**src/rtl/nv_ram_rws_fifo_pkg.sv**
```systemverilog
// Shared sizing and helpers for the 32x272 RAM-backed valid/ready FIFO controller.
package nv_ram_rws_fifo_pkg;
    localparam int DEFAULT_DEPTH = 32;
    localparam int DEFAULT_AW    = 5;
    localparam int DEFAULT_WIDTH = 272;
    localparam int OBUF_DEPTH    = 2;

    typedef logic [1:0] ocnt_t;

    // Pointers are AW bits wide over a power-of-two depth, so wrap is free.
    function automatic logic [DEFAULT_AW-1:0] ptr_inc(input logic [DEFAULT_AW-1:0] ptr);
        return ptr + 1'b1;
    endfunction
endpackage

```
**src/rtl/nv_ram_rws_fifo_obuf.sv**
```systemverilog
// Two-entry in-order skid buffer that catches RAM read data and presents it to the consumer.
module nv_ram_rws_fifo_obuf
    import nv_ram_rws_fifo_pkg::*;
#(
    parameter int WIDTH = DEFAULT_WIDTH
) (
    input  logic             clk,
    input  logic             rst,
    input  logic             land,
    input  logic [WIDTH-1:0] land_pd,
    input  logic             pop,
    output ocnt_t            out_cnt,
    output logic             rd_pvld,
    output logic [WIDTH-1:0] rd_pd
);
    logic [WIDTH-1:0] entry_reg  [OBUF_DEPTH];
    logic [WIDTH-1:0] entry_next [OBUF_DEPTH];
    ocnt_t            cnt_reg;
    ocnt_t            cnt_next;

    always_comb begin
        entry_next = entry_reg;
        cnt_next   = cnt_reg;
        unique case ({land, pop})
            2'b10: begin
                // Issue gating guarantees a free slot whenever data lands.
                entry_next[cnt_reg[0]] = land_pd;
                cnt_next               = cnt_reg + 2'd1;
            end
            2'b01: begin
                entry_next[0] = entry_reg[1];
                cnt_next      = cnt_reg - 2'd1;
            end
            2'b11: begin
                if (cnt_reg == 2'd2) begin
                    entry_next[0] = entry_reg[1];
                    entry_next[1] = land_pd;
                end else begin
                    entry_next[0] = land_pd;
                end
            end
            default: ;
        endcase
    end

    always_ff @(posedge clk or posedge rst) begin
        if (rst) begin
            cnt_reg <= '0;
            for (int i = 0; i < OBUF_DEPTH; i++) entry_reg[i] <= '0;
        end else begin
            cnt_reg <= cnt_next;
            for (int i = 0; i < OBUF_DEPTH; i++) entry_reg[i] <= entry_next[i];
        end
    end

    assign out_cnt = cnt_reg;
    assign rd_pvld = (cnt_reg != 2'd0);
    assign rd_pd   = entry_reg[0];
endmodule

```
**src/rtl/nv_ram_rws_fifo_ctrl_32x272.sv**
```systemverilog
// FIFO controller driving an external 32x272 RAM with a registered read address.
module nv_ram_rws_fifo_ctrl_32x272
    import nv_ram_rws_fifo_pkg::*;
#(
    parameter int DEPTH = DEFAULT_DEPTH,
    parameter int AW    = DEFAULT_AW,
    parameter int WIDTH = DEFAULT_WIDTH
) (
    input  logic             clk,
    input  logic             rst,
    input  logic             wr_pvld,
    output logic             wr_prdy,
    input  logic [WIDTH-1:0] wr_pd,
    output logic             rd_pvld,
    input  logic             rd_prdy,
    output logic [WIDTH-1:0] rd_pd,
    output logic             ram_we,
    output logic [AW-1:0]    ram_wa,
    output logic [WIDTH-1:0] ram_di,
    output logic             ram_re,
    output logic [AW-1:0]    ram_ra,
    input  logic [WIDTH-1:0] ram_dout,
    output logic [AW:0]      fifo_count
);
    localparam logic [AW:0] FULL_CNT = (AW+1)'(DEPTH);

    logic [AW-1:0] wr_ptr_reg;
    logic [AW-1:0] rd_ptr_reg;
    logic [AW:0]   ram_cnt_reg;
    logic [AW:0]   ram_cnt_next;
    logic          inflight_reg;
    ocnt_t         out_cnt;
    logic          push;
    logic          pop;
    logic          issue;
    logic [2:0]    occ_after;

    assign wr_prdy = (ram_cnt_reg != FULL_CNT);
    assign push    = wr_pvld & wr_prdy;
    assign pop     = rd_pvld & rd_prdy;

    // Output-side occupancy once this cycle's pop and any landing data settle;
    // a new read may only be launched if its data will have a slot to land in.
    assign occ_after = 3'(out_cnt) + 3'(inflight_reg) - 3'(pop);
    assign issue     = (ram_cnt_reg != '0) && (occ_after < 3'd2);

    always_comb begin
        ram_cnt_next = ram_cnt_reg;
        if (push && !issue)      ram_cnt_next = ram_cnt_reg + 1'b1;
        else if (!push && issue) ram_cnt_next = ram_cnt_reg - 1'b1;
    end

    always_ff @(posedge clk or posedge rst) begin
        if (rst) begin
            wr_ptr_reg   <= '0;
            rd_ptr_reg   <= '0;
            ram_cnt_reg  <= '0;
            inflight_reg <= 1'b0;
        end else begin
            if (push)  wr_ptr_reg <= ptr_inc(wr_ptr_reg);
            if (issue) rd_ptr_reg <= ptr_inc(rd_ptr_reg);
            ram_cnt_reg  <= ram_cnt_next;
            inflight_reg <= issue;
        end
    end

    nv_ram_rws_fifo_obuf #(
        .WIDTH (WIDTH)
    ) u_obuf (
        .clk     (clk),
        .rst     (rst),
        .land    (inflight_reg),
        .land_pd (ram_dout),
        .pop     (pop),
        .out_cnt (out_cnt),
        .rd_pvld (rd_pvld),
        .rd_pd   (rd_pd)
    );

    assign ram_we     = push;
    assign ram_wa     = wr_ptr_reg;
    assign ram_di     = wr_pd;
    assign ram_re     = issue;
    assign ram_ra     = rd_ptr_reg;
    assign fifo_count = ram_cnt_reg + (AW+1)'(inflight_reg) + (AW+1)'(out_cnt);
endmodule

```
**config.mk**
```make
export PLATFORM = sky130hd
export DESIGN_NAME = nv_ram_rws_fifo_ctrl_32x272
export DESIGN_NICKNAME = d
export VERILOG_FILES = /design/src/rtl/nv_ram_rws_fifo_pkg.sv /design/src/rtl/nv_ram_rws_fifo_obuf.sv /design/src/rtl/nv_ram_rws_fifo_ctrl_32x272.sv
export SDC_FILE = /design/constraint.sdc
export NUM_CORES = 1
export LEC_CHECK = 0
export CAP_MARGIN = 10
export CORE_AREA = 10 10 426 428
export CTS_CLUSTER_SIZE = 25
export DETAILED_ROUTE_END_ITERATION = 10
export DIE_AREA = 0 0 436 438
export PLACE_DENSITY_LB_ADDON = 0.3
export SLEW_MARGIN = 10
export SYNTH_ARGS = -nofsm -noshare
export SYNTH_HDL_FRONTEND = slang
export SYNTH_HIERARCHICAL = 1
export SYNTH_SLANG_ARGS = --single-unit
```
**constraint.sdc**
```tcl
create_clock -name clk -period 20.5 [get_ports clk]
set_input_delay 2.05 -clock clk [delete_from_list [all_inputs] [get_ports clk]]
set_output_delay 2.05 -clock clk [all_outputs]
set_load 0.005 [all_outputs]
```
==> summary.txt, run 1 <==
CTS
  • Hold Buf Count CTS: 0
  • Worst-path clk slew: 0.05 ns
  • H-tree levels: 3
  • CTS tree: done
  • CTS sink count: 563
  • Worst-skew pair later-pin latency: 0.68 ns
  • CTS buffer count: 73
  • Clock tree buffer depth: 3
  • # Post-CTS Setup Buffers: 0
  • Root Buffer Master: clkbuf_16
  • CTS resizes: 0

Die
  • Die footprint: 191000 um2
  • Initial cell density of the core: 16.38%
  • Die width: 436 um
  • Io pins: 1112
  • Core Area: 173100 um2
  • Die height: 438 um
  • Row count: 153

Timing
  • Final setup TNS: 0 ns
  • Slew Limit Fails: 0
  • Setup Skew: 0.02537 ns
  • Tmin final: a little over 7 ns
  • Fin crit share: 34.87%
  • Slew HR: 21.45%
  • Fmax: 139.9 MHz
  • Unrepaired setup endpoints after global routing: no
  • Worst hold margin: 0.4772 ns
  • Final setup violation count: 0
  • Final Hold Vio Count: 0
  • Least-Margin Pin Slew: 1.178 ns

Critical path
  • Worst Reg2Reg Path Length in Cells: 11
  • Worst R2R End: u_obuf/rd_pd[178]
  • Startpoint Class: input pin
  • Crit Path Class: input pin to primary output
  • CP cell instances: clkdlybuf4s50_1, and2_1, ha_1, nand2b_1, fa_1, xor2_1, or3b_1, inv_1, clkdlybuf4s50_1
  • Worst stage delay on the critical path: 0.58 ns
  • Data arrival, critical path: 5.10 ns
  • Most frequent CP cell: clkdlybuf4s50_1
  • Required time of the critical path: 18.45 ns
  • Reg2reg start: u_obuf/out_cnt[0]
  • R2r setup slk: 15.12 ns
  • Crit end category: primary output
  • Slowest CP cell: clkdlybuf4s50_1
  • CP max FO: 5

Global route
  • Largest net degree at the start of global routing: between 150 and 200
  • Overall Global Routing Usage: roughly a tenth
  • Initial antenna violation count: 17
  • Vias in the first global route: 18720
  • First-pass GRT wire length: between 100000 and 150000 um
  • Grt total ovfl: 0

Power and ir drop
  • Peak VDD IR: between 0.1 and 0.15 mV
  • Leak: 13.63 nW
  • PwrDens: about 160 nW/um2
  • Tot Pwr: 5.691 mW

Layout
  • Finished Cell Area: ~35000 um2
  • Sequential Area: 14090 um2
  • Share of layout cells above drive strength 1: 19.47%
  • Area of the multi-input gates: just over 9000 um2
  • Nets@finish: 2809
  • FILL cells: about 19000
  • Area Overhead vs Synth: 21.93%
  • Final Util: 19.97%

Place
  • Post-placement cell area: 32220 um2
  • Routability Congestion: 0.7378
  • Final HPWL DP: 72870 um
  • IO buf count: 567

Synth
  • Sequential element share of the synthesized area: 49.71%
  • YS warnings: 6
  • Main synth FF type: dfrtp_1
  • Yosys cell types: 47
  • Post-synth top area cell: dfrtp_1
  • Avg Inst Size Synth: 12.38 um2
  • Synth area leaders: dfrtp_1 (50%), buf_4 (15%), mux2_2 (11%), a221o_1 (8.7%), o21a_1 (6.5%)
  • Syn Nets: ~2900
  • Number of enable flip-flop cells after synthesis: 0
  • Synth Register Bits: 563
  • Asr flop ratio synth: 100.0%
  • Post-synth top area share: 49.71%
  • Mapped Cells: 2290
  • Synthesized area: 28340 um2

Drt
  • WL per Instance: 22.95 um
  • Initial drt markers: 1081
  • DRC violations left: 0
  • DRT Wirelength: 106200 um
  • Vias/cell: 3.831
  • Routed via count: between 15000 and 20000
  • Post-route ant nets: 0
  • 1st-pass router iterations: 5

Hold path
  • WHS Endpoint: u_obuf/rd_pd[257]
  • Hold Crit Class: register to register
  • Hold Crit Start: u_obuf/entry_reg[257]
  • Hold Crit Depth: 1

Status
  • Run status: complete, no violations

Flow run
  • Max_cap viols: 0
[report_power, final]
part / switching [mW] / internal [mW]
Combinational: 1.14 / 1.32
Sequential: 0.306 / 1.65
Clock: 0.534 / 0.743
Total: 1.98 / 3.71
[worst max-delay path by stage]
stage             from             endpoint  slack, ns  depth (start not counted)
6_report       rd_prdy               ram_re      13.35                          9
5_1_grt        rd_prdy               ram_re      13.23                          9
4_1_cts        rd_prdy               ram_re      13.33                          9
3_5_place_dp   rd_prdy               ram_re      13.33                          9
3_3_place_gp   rd_prdy               ram_re      13.36                          9
2_1_floorplan      rst  u_obuf/entry_reg[0]       3.19                          1
[critical path: cells and delay by family]
family | cells | cell delay [ns]
xor+xnor | 1 | 0.21
fa+ha+maj | 2 | 0.70
buf+inv | 3 | 1.16
simple gates | 3 | 0.97
[metrics by stage]
stage               setup WS [ns]  std cells
floorplan                   3.186       2290
global placement            13.36       4493
detailed placement          13.33       4493
CTS                         13.33       4621
global route                13.23       4625
finish                      13.35       4626
[cell families (layout without fill, tap and decap cells)]
group / count (synthesis) / in the layout / share of synthesized area [%]
adder cells (fa/ha/maj): 18 / 18 / 0.9006
flip-flops: 563 / 563 / 49.71
XOR/XNOR: 20 / 20 / 0.6180
buffers and inverters: 725 / 731 / 17.83
other: 0 / 5 / 0
AO/OA/AOI/OAI: 593 / 593 / 17.94
AND/OR/NAND/NOR: 96 / 96 / 2.057
multiplexers: 275 / 275 / 10.95
[cells in the final DEF (no fill, tap or decap), types with 3 or more instances in the layout]
cell / netlist / routed
buf_4: 552 / 19
ha_1: 14 / 13
clkdlybuf4s50_1: 0 / 567
diode_2: 0 / 5
inv_1: 12 / 11
clkbuf_16: 0 / 74
nor3_1: 4 / 4
clkinv_2: 0 / 12
a32o_1: 27 / 27
dfrtp_1: 563 / 562
nor2_1: 3 / 3
a21oi_1: 31 / 30
clkbuf_1: 74 / 20
buf_12: 0 / 5
a221o_1: 245 / 245
nand3_1: 3 / 3
o21a_1: 245 / 245
fa_1: 4 / 4
clkbuf_8: 0 / 10
xor2_1: 9 / 9
xnor2_1: 11 / 11
inv_6: 0 / 4
or3b_2: 28 / 28
bufinv_16: 0 / 3
mux2_2: 273 / 273
a211o_1: 27 / 27
nand2_1: 36 / 35
o21ai_0: 5 / 5
[synth_stat cells (all sizes together), types with 3 or more instances]
master and count:
o21a 245, xnor2 11, nand2 37, ha 14, o21ai 5, a221o 245
a21oi 31, mux2 275, a21o 3, dfrtp 563, nor3 4, clkbuf 75
nor2b 3, buf 638, nor2 3, fa 4, inv 12, or3b 30
a32o 27, a211o 27, nand3 3, xor2 9
[layout make-up]
class	count	share of cell area, %
Sequential cell	563	40.77
Multi-Input combinational cell	1002	26.78
Timing Repair Buffer	591	17.13
Tap cell	2325	8.418
Clock buffer	104	5.974
Clock inverter	24	0.7458
Inverter	12	0.1521
Antenna cell	5	0.03621
[routing by layer]
metal  wire [um]  vias up  share of wire (%)  global-route usage (%)
met5         233        -               0.22                  0.4216
met4        5518       22                5.2                   5.743
met3        9407      295                8.9                   4.490
met2       54480      611                 51                   18.47
met1       36540     9076                 34                   10.64
li1            -     7719                  -                       -
No activity file was read; power rests on OpenSTA's default activity.
==> inputs of run 2 (changes only) <==
==> constraint.sdc (replaced) <==
create_clock -name clk -period 6.6 [get_ports clk]
set_input_delay 0.66 -clock clk [delete_from_list [all_inputs] [get_ports clk]]
set_output_delay 0.66 -clock clk [all_outputs]
set_load 0.005 [all_outputs]
==> summary.txt, run 2 (synthesis results as in run 1) <==
Power and ir drop
  • Peak VDD IR: 0.2131 mV (+96%)
  • PwrDens: 518.4 nW/um2 (+210%)
  • Tot Pwr: 18.15 mW (+220%)
  • Sw power: 6.292 mW (+220%)
  • Cell Int Power: 11.86 mW (+220%)
  • Switch share: 34.66% (-0.096 points)
  • Share of total power in the clock network: 23.8% (+1.4 points)
  • Leak: 13.83 nW (+1.4%)
  • Register share of total power: 33.4% (-1.0 points)
  • Comb power frac: 42.8% (-0.3 points)

Layout
  • Finished Cell Area: 35010 um2 (+1.3%)
  • Nets@finish: 2819 (+0.36%)
  • Share of layout cells above drive strength 1: 20.09% (+0.62 points)
  • Area Overhead vs Synth: 23.53%
  • Most common cell after layout, fill and taps aside: clkdlybuf4s50_1
  • Most frequent cells in the layout: clkdlybuf4s50_1 (567), dfrtp_1 (563), mux2_2 (273)

Timing
  • Final setup TNS: 0 ns (unchanged)
  • Final Hold Vio Count: 0 (unchanged)
  • Slew HR: 33.15% (+12 points)
  • Tmin final: between 4 and 5 ns
  • Final setup violation count: 0 (unchanged)
  • Slew Limit Fails: 0 (unchanged)
  • Setup Skew: 0.03598 ns (+0.01061 ns)
  • Fin crit share: 70.88%
  • Unrepaired setup endpoints after global routing: no
  • Least-Margin Pin Slew: 1.003 ns (-0.1756 ns)
  • Fmax: 213.8 MHz

Drt
  • WL per Instance: 23.83 um (+3.8%)
  • 1st-pass router iterations: 5 (unchanged)
  • DRT Wirelength: 110700 um (+4.3%)
  • Post-route ant nets: 0 (unchanged)
  • DRC violations left: 0 (unchanged)
  • Routed via count: 17930 (+1.1%)
  • Vias/cell: 3.858 (+0.71%)
  • Initial drt markers: 917 (-15%)

Status
  • Run status: complete, no violations

Critical path
  • Worst stage delay on the critical path: 0.62 ns (+0.04 ns)
  • CP max FO: 9 (+4)
  • Required time of the critical path: 5.94 ns (-12.51 ns)
  • Crit Path Class: register to primary output
  • CP cell instances: or2_2, and2_1, ha_1, nand2b_1, fa_1, xor2_1, or3b_1, inv_1, clkdlybuf4s50_1
  • Critical path launch point: u_obuf/out_cnt[1]
  • R2r setup slk: 2.13 ns (-12.99 ns)
  • Crit end category: primary output
  • Slowest CP cell: clkdlybuf4s50_1
  • Startpoint Class: register
  • CP bufs+invs: 2 (-1)
  • Worst R2R End: ram_cnt_reg[5]
  • Data arrival, critical path: 4.02 ns (-1.08 ns)
  • Worst Reg2Reg Path Length in Cells: 14 (+3)
  • Levels on crit path: 9 (unchanged)
  • Reg2reg start: u_obuf/out_cnt[1]
  • Crit path max-delay family: simple AND/OR/NAND/NOR gates

Die
  • Row count: 153 (unchanged)
  • Die width: 436 um (unchanged)
  • Io pins: 1112 (unchanged)
  • Die footprint: 191000 um2 (unchanged)
  • Initial cell density of the core: 16.38% (unchanged)
  • Die height: 438 um (unchanged)
  • Core Area: 173100 um2 (unchanged)

CTS
  • Clock tree buffer depth: 3 (unchanged)
  • # Post-CTS Setup Buffers: 0 (unchanged)
  • Root Buffer Master: clkbuf_16
  • H-tree levels: 3 (unchanged)
  • Worst-path clk slew: 0.05 ns (about the same)
  • Worst-skew pair later-pin latency: 0.70 ns (+0.02 ns)
  • Hold Buf Count CTS: 0 (unchanged)
  • CTS buffer count: 76 (+4.1%)
  • CTS sink count: 563 (unchanged)
  • CTS resizes: 0 (unchanged)
  • CTS tree: done

Hold path
  • Hold Crit Class: input pin to asynchronous set/reset pin

Place
  • Routability Congestion: 0.7574 (+2.7%)
  • Final HPWL DP: 77560 um (+6.4%)
  • Post-placement cell area: 32370 um2 (+0.45%)
  • IO buf count: 567 (unchanged)

Global route
  • Largest net degree at the start of global routing: 151 (-5.0%)
  • Overall Global Routing Usage: 11.06% (+0.48 points)
  • Initial antenna violation count: 20 (+3)
  • First-pass GRT wire length: 153800 um (+3.3%)
  • Grt total ovfl: 0 (unchanged)
  • Vias in the first global route: 18650 (-0.38%)

Flow run
  • Max_cap viols: 0 (unchanged)
[run 2: changes by cell type in the layout (fill, tap and decap cells not counted), sizes merged]
cell    before  now
buf         24   31
bufinv       3    6
clkbuf     104  113
clkinv      14   15
diode        5    6
inv         18   17
[run 2: area by class of cell]
type | count | area [um2]
Clock inverter | 27 | 427.9
Antenna cell | 6 | 15.01
Timing Repair Buffer | 598 | 6071
Inverter | 12 | 48.80
Tap cell | 2325 | 2909
Clock buffer | 113 | 2201
Sequential cell | 563 | 14090
Fill cell | 18770 | 138000
Multi-Input combinational cell | 1002 | 9251
[run 2: power by group through the flow]
stage / logic [mW] / clock network [mW] / registers, mW
after global placement: 7.88 / 0 / 6.08
after CTS: 7.97 / 4.52 / 6.08
after floorplan: 5.73 / 0 / 5.87
final: 7.76 / 4.32 / 6.07
after global routing: 8.42 / 4.65 / 6.29
after detailed placement: 7.96 / 0 / 6.12
[run 2: worst max-delay path by stage]
stage / slack (ns) / to
floorplan: -1.49 / u_obuf/entry_reg[0]
global route: 1.67 / ram_re
detailed placement: 1.82 / ram_cnt_reg[5]
global placement: 1.80 / ram_cnt_reg[5]
finish: 1.92 / ram_re
CTS: 1.79 / ram_re
[run 2: worst min-delay path, stage by stage]
cell             delay, ns
clkdlybuf4s50_1       0.46
clkinvlp_4            0.13
buf_12                0.23
[run 2: layer usage]
layer	up-vias	share of wire (%)	global-route usage, %
li1	7768	-	-
met1	9168	34	11.03
met2	649	51	19.32
met3	325	8.7	4.573
met4	16	5.9	6.288
met5	-	0.27	0.8433
[run 2: stage by stage]
stage	setup slack [ns]	instances	hold slack (ns)	util [%]
after floorplan	-1.488	2290	0.4548	-
after global placement	1.796	4500	0.4631	18.70
after detailed placement	1.822	4500	0.4617	18.70
after CTS	1.794	4640	0.3699	20.22
after global routing	1.673	4644	0.4296	20.23
final	1.922	4646	0.4339	20.23
==> inputs of run 3 (changes only) <==
==> constraint.sdc (replaced) <==
create_clock -name clk -period 4.2 [get_ports clk]
set_input_delay 0.42 -clock clk [delete_from_list [all_inputs] [get_ports clk]]
set_output_delay 0.42 -clock clk [all_outputs]
set_load 0.005 [all_outputs]
==> summary.txt, run 3 (synthesis results as in run 1) <==
Drt
  • Initial drt markers: 1058 (+15%)
  • WL met1: 37550 um (about the same)
  • Highest routing layer actually used: met5
  • Post-route ant nets: 0 (unchanged)
  • WL met3: 8622 um (-10%)
  • 1st-pass router iterations: 5 (unchanged)
  • Vias/cell: 3.861 (about the same)
  • DRC violations left: 0 (unchanged)
  • WL met2: 56300 um (-0.78%)
  • DRT Wirelength: 108500 um (-2.0%)
  • WL per Instance: 23.21 um (-2.6%)
  • Routed via count: 18050 (+0.69%)

Power and ir drop
  • Comb power frac: 43.9% (+1.1 points)
  • Share of total power in the clock network: 22.4% (-1.4 points)
  • Cell Int Power: 18.67 mW (+57%)
  • PwrDens: 809.1 nW/um2 (+56%)
  • Switch share: 34.68% (about the same)
  • Leak: 14.00 nW (+1.2%)
  • Register share of total power: 33.7% (+0.3 points)
  • Peak VDD IR: 0.3511 mV (+65%)
  • Tot Pwr: 28.58 mW (+57%)
  • Sw power: 9.914 mW (+58%)

Layout
  • Nets@finish: 2861 (+1.5%)
  • Final Util: 20.41% (+0.18 points)
  • Area Overhead vs Synth: 24.64%
  • Most frequent cells in the layout: clkdlybuf4s50_1 (566), dfrtp_1 (562), mux2_2 (273)
  • Most common cell after layout, fill and taps aside: clkdlybuf4s50_1
  • Final Non-Filler Cells: 4675 (+0.62%)
  • FILL cells: 18760 (-0.043%)
  • Finished Cell Area: 35330 um2 (+0.90%)
  • Share of layout cells above drive strength 1: 21.37% (+1.3 points)

Die
  • Initial cell density of the core: 16.38% (unchanged)
  • Die width: 436 um (unchanged)
  • Die height: 438 um (unchanged)
  • Io pins: 1112 (unchanged)
  • Core Area: 173100 um2 (unchanged)
  • Row count: 153 (unchanged)
  • Die footprint: 191000 um2 (unchanged)

Timing
  • Slew Limit Fails: 0 (unchanged)
  • Fin crit share: 94.67%
  • PnR worst setup slack: 0.2239 ns (-1.698 ns)
  • Worst hold margin: 0.2528 ns (-0.1812 ns)
  • Final Hold Vio Count: 0 (unchanged)
  • Setup Skew: 0.02731 ns (-0.008668 ns)
  • Least-Margin Pin Slew: 1.029 ns (+0.02654 ns)
  • Tmin final: 3.976 ns
  • Slew HR: 31.38% (-1.8 points)
  • Final setup TNS: 0 ns (unchanged)
  • Unrepaired setup endpoints after global routing: no
  • Final setup violation count: 0 (unchanged)
  • Fmax: around 250 MHz

Place
  • Post-placement cell area: 32880 um2 (+1.6%)
  • Placed Cells: 4544 (+0.98%)
  • IO buf count: 567 (unchanged)
  • Routability Congestion: 0.7380 (-2.6%)
  • Final HPWL DP: 78340 um (+1.0%)
  • Dpl ws: 0.1229 ns (-1.699 ns)

Global route
  • Grt total ovfl: 0 (unchanged)
  • Vias in the first global route: 18990 (+1.8%)
  • First-pass GRT wire length: 152400 um (-0.94%)
  • Initial antenna violation count: 17 (-15%)
  • Overall Global Routing Usage: 10.83% (-0.23 points)
  • Largest net degree at the start of global routing: 115 (-24%)

Critical path
  • Data arrival, critical path: 3.56 ns (-0.46 ns)
  • Crit Path Class: register to primary output
  • Crit end category: primary output
  • R2r setup slk: 0.31 ns (-1.82 ns)
  • CP cell instances: or2_2, and2_4, ha_1, nand2b_1, fa_1, xor2_1, or3b_1, buf_4, inv_1, dlygate4sd2_1
  • Worst stage delay on the critical path: 0.41 ns (-0.21 ns)
  • Required time of the critical path: 3.78 ns (-2.16 ns)
  • Startpoint Class: register
  • Slowest CP cell: dfrtp_2
  • CP max FO: 5 (-4)

CTS
  • Worst-path clk slew: 0.06 ns (about the same)
  • CTS buffer count: 74 (-2.6%)
  • H-tree levels: 3 (unchanged)
  • Worst-skew pair later-pin latency: 0.69 ns (about the same)
  • Clock tree buffer depth: 3 (unchanged)
  • CTS tree: done
  • Root Buffer Master: clkbuf_16
  • CTS sink count: 563 (unchanged)
  • Hold Buf Count CTS: 0 (unchanged)

Status
  • Run status: complete, no violations

Hold path
  • Hold Crit Class: input pin to asynchronous set/reset pin

Flow run
  • Max_cap viols: 0 (unchanged)
==> run 3: path summary, 6_finish.rpt <==
| kind | startpoint | end | cells after the start |
|---|---|---|---|
| min | rst | ram_wa[2] | 2 |
| min in group clk | ram_dout[198] | u_obuf/rd_pd[198] | 2 |
| max in group asynchronous | rst | u_obuf/entry_reg[238] | 3 |
| max | u_obuf/out_cnt[0] | ram_re | 10 |
| max reg2reg | u_obuf/out_cnt[0] | ram_cnt_reg[5] | 14 |
| min reg2reg | ram_wa[4] | ram_wa[4] | 1 |
==> run 3: what timing repair did <==
item	CTS	global route
gates resized for setup	1	0
endpoints found under the setup margin	1	0
setup buffers	0	0
==> run 3: power by group through the flow <==
stage | clock (mW) | combinational, mW | sequential [mW]
after global placement | 0 | 12.7 | 9.67
after detailed placement | 0 | 12.8 | 9.73
after CTS | 6.69 | 12.8 | 9.66
after floorplan | 0 | 9.05 | 9.22
final | 6.42 | 12.5 | 9.63
after global routing | 6.91 | 13.6 | 9.96
==> run 3: area by class of cell <==
type | count | area (um2) | area share, %
diodes | 6 | 15.01 | 0.04250
clock buffers | 107 | 2106 | 5.961
clock inverters | 18 | 331.6 | 0.9386
inverters | 12 | 48.80 | 0.1381
multi-input cells | 1002 | 9276 | 26.26
flip-flops and latches | 563 | 14090 | 39.88
well taps | 2325 | 2909 | 8.235
repair buffers | 642 | 6550 | 18.54
==> run 3: routing by layer <==
layer  global-route usage (%)  vias to the layer above
met2                    19.08                      603
met4                    5.786                       20
met5                   0.4216                        -
met3                    4.249                      303
met1                    10.98                     9296
li1                         -                     7827
==> run 3: worst max-delay path, delay by kind of cell (launching register included) <==
family / cells / cell delay [ns]
and+or+nand+nor: 4 / 1.06
adders and majority gates: 2 / 0.64
DFF: 1 / 0.41
buffers and inverters: 3 / 0.56
xor gates and xnor gates: 1 / 0.21
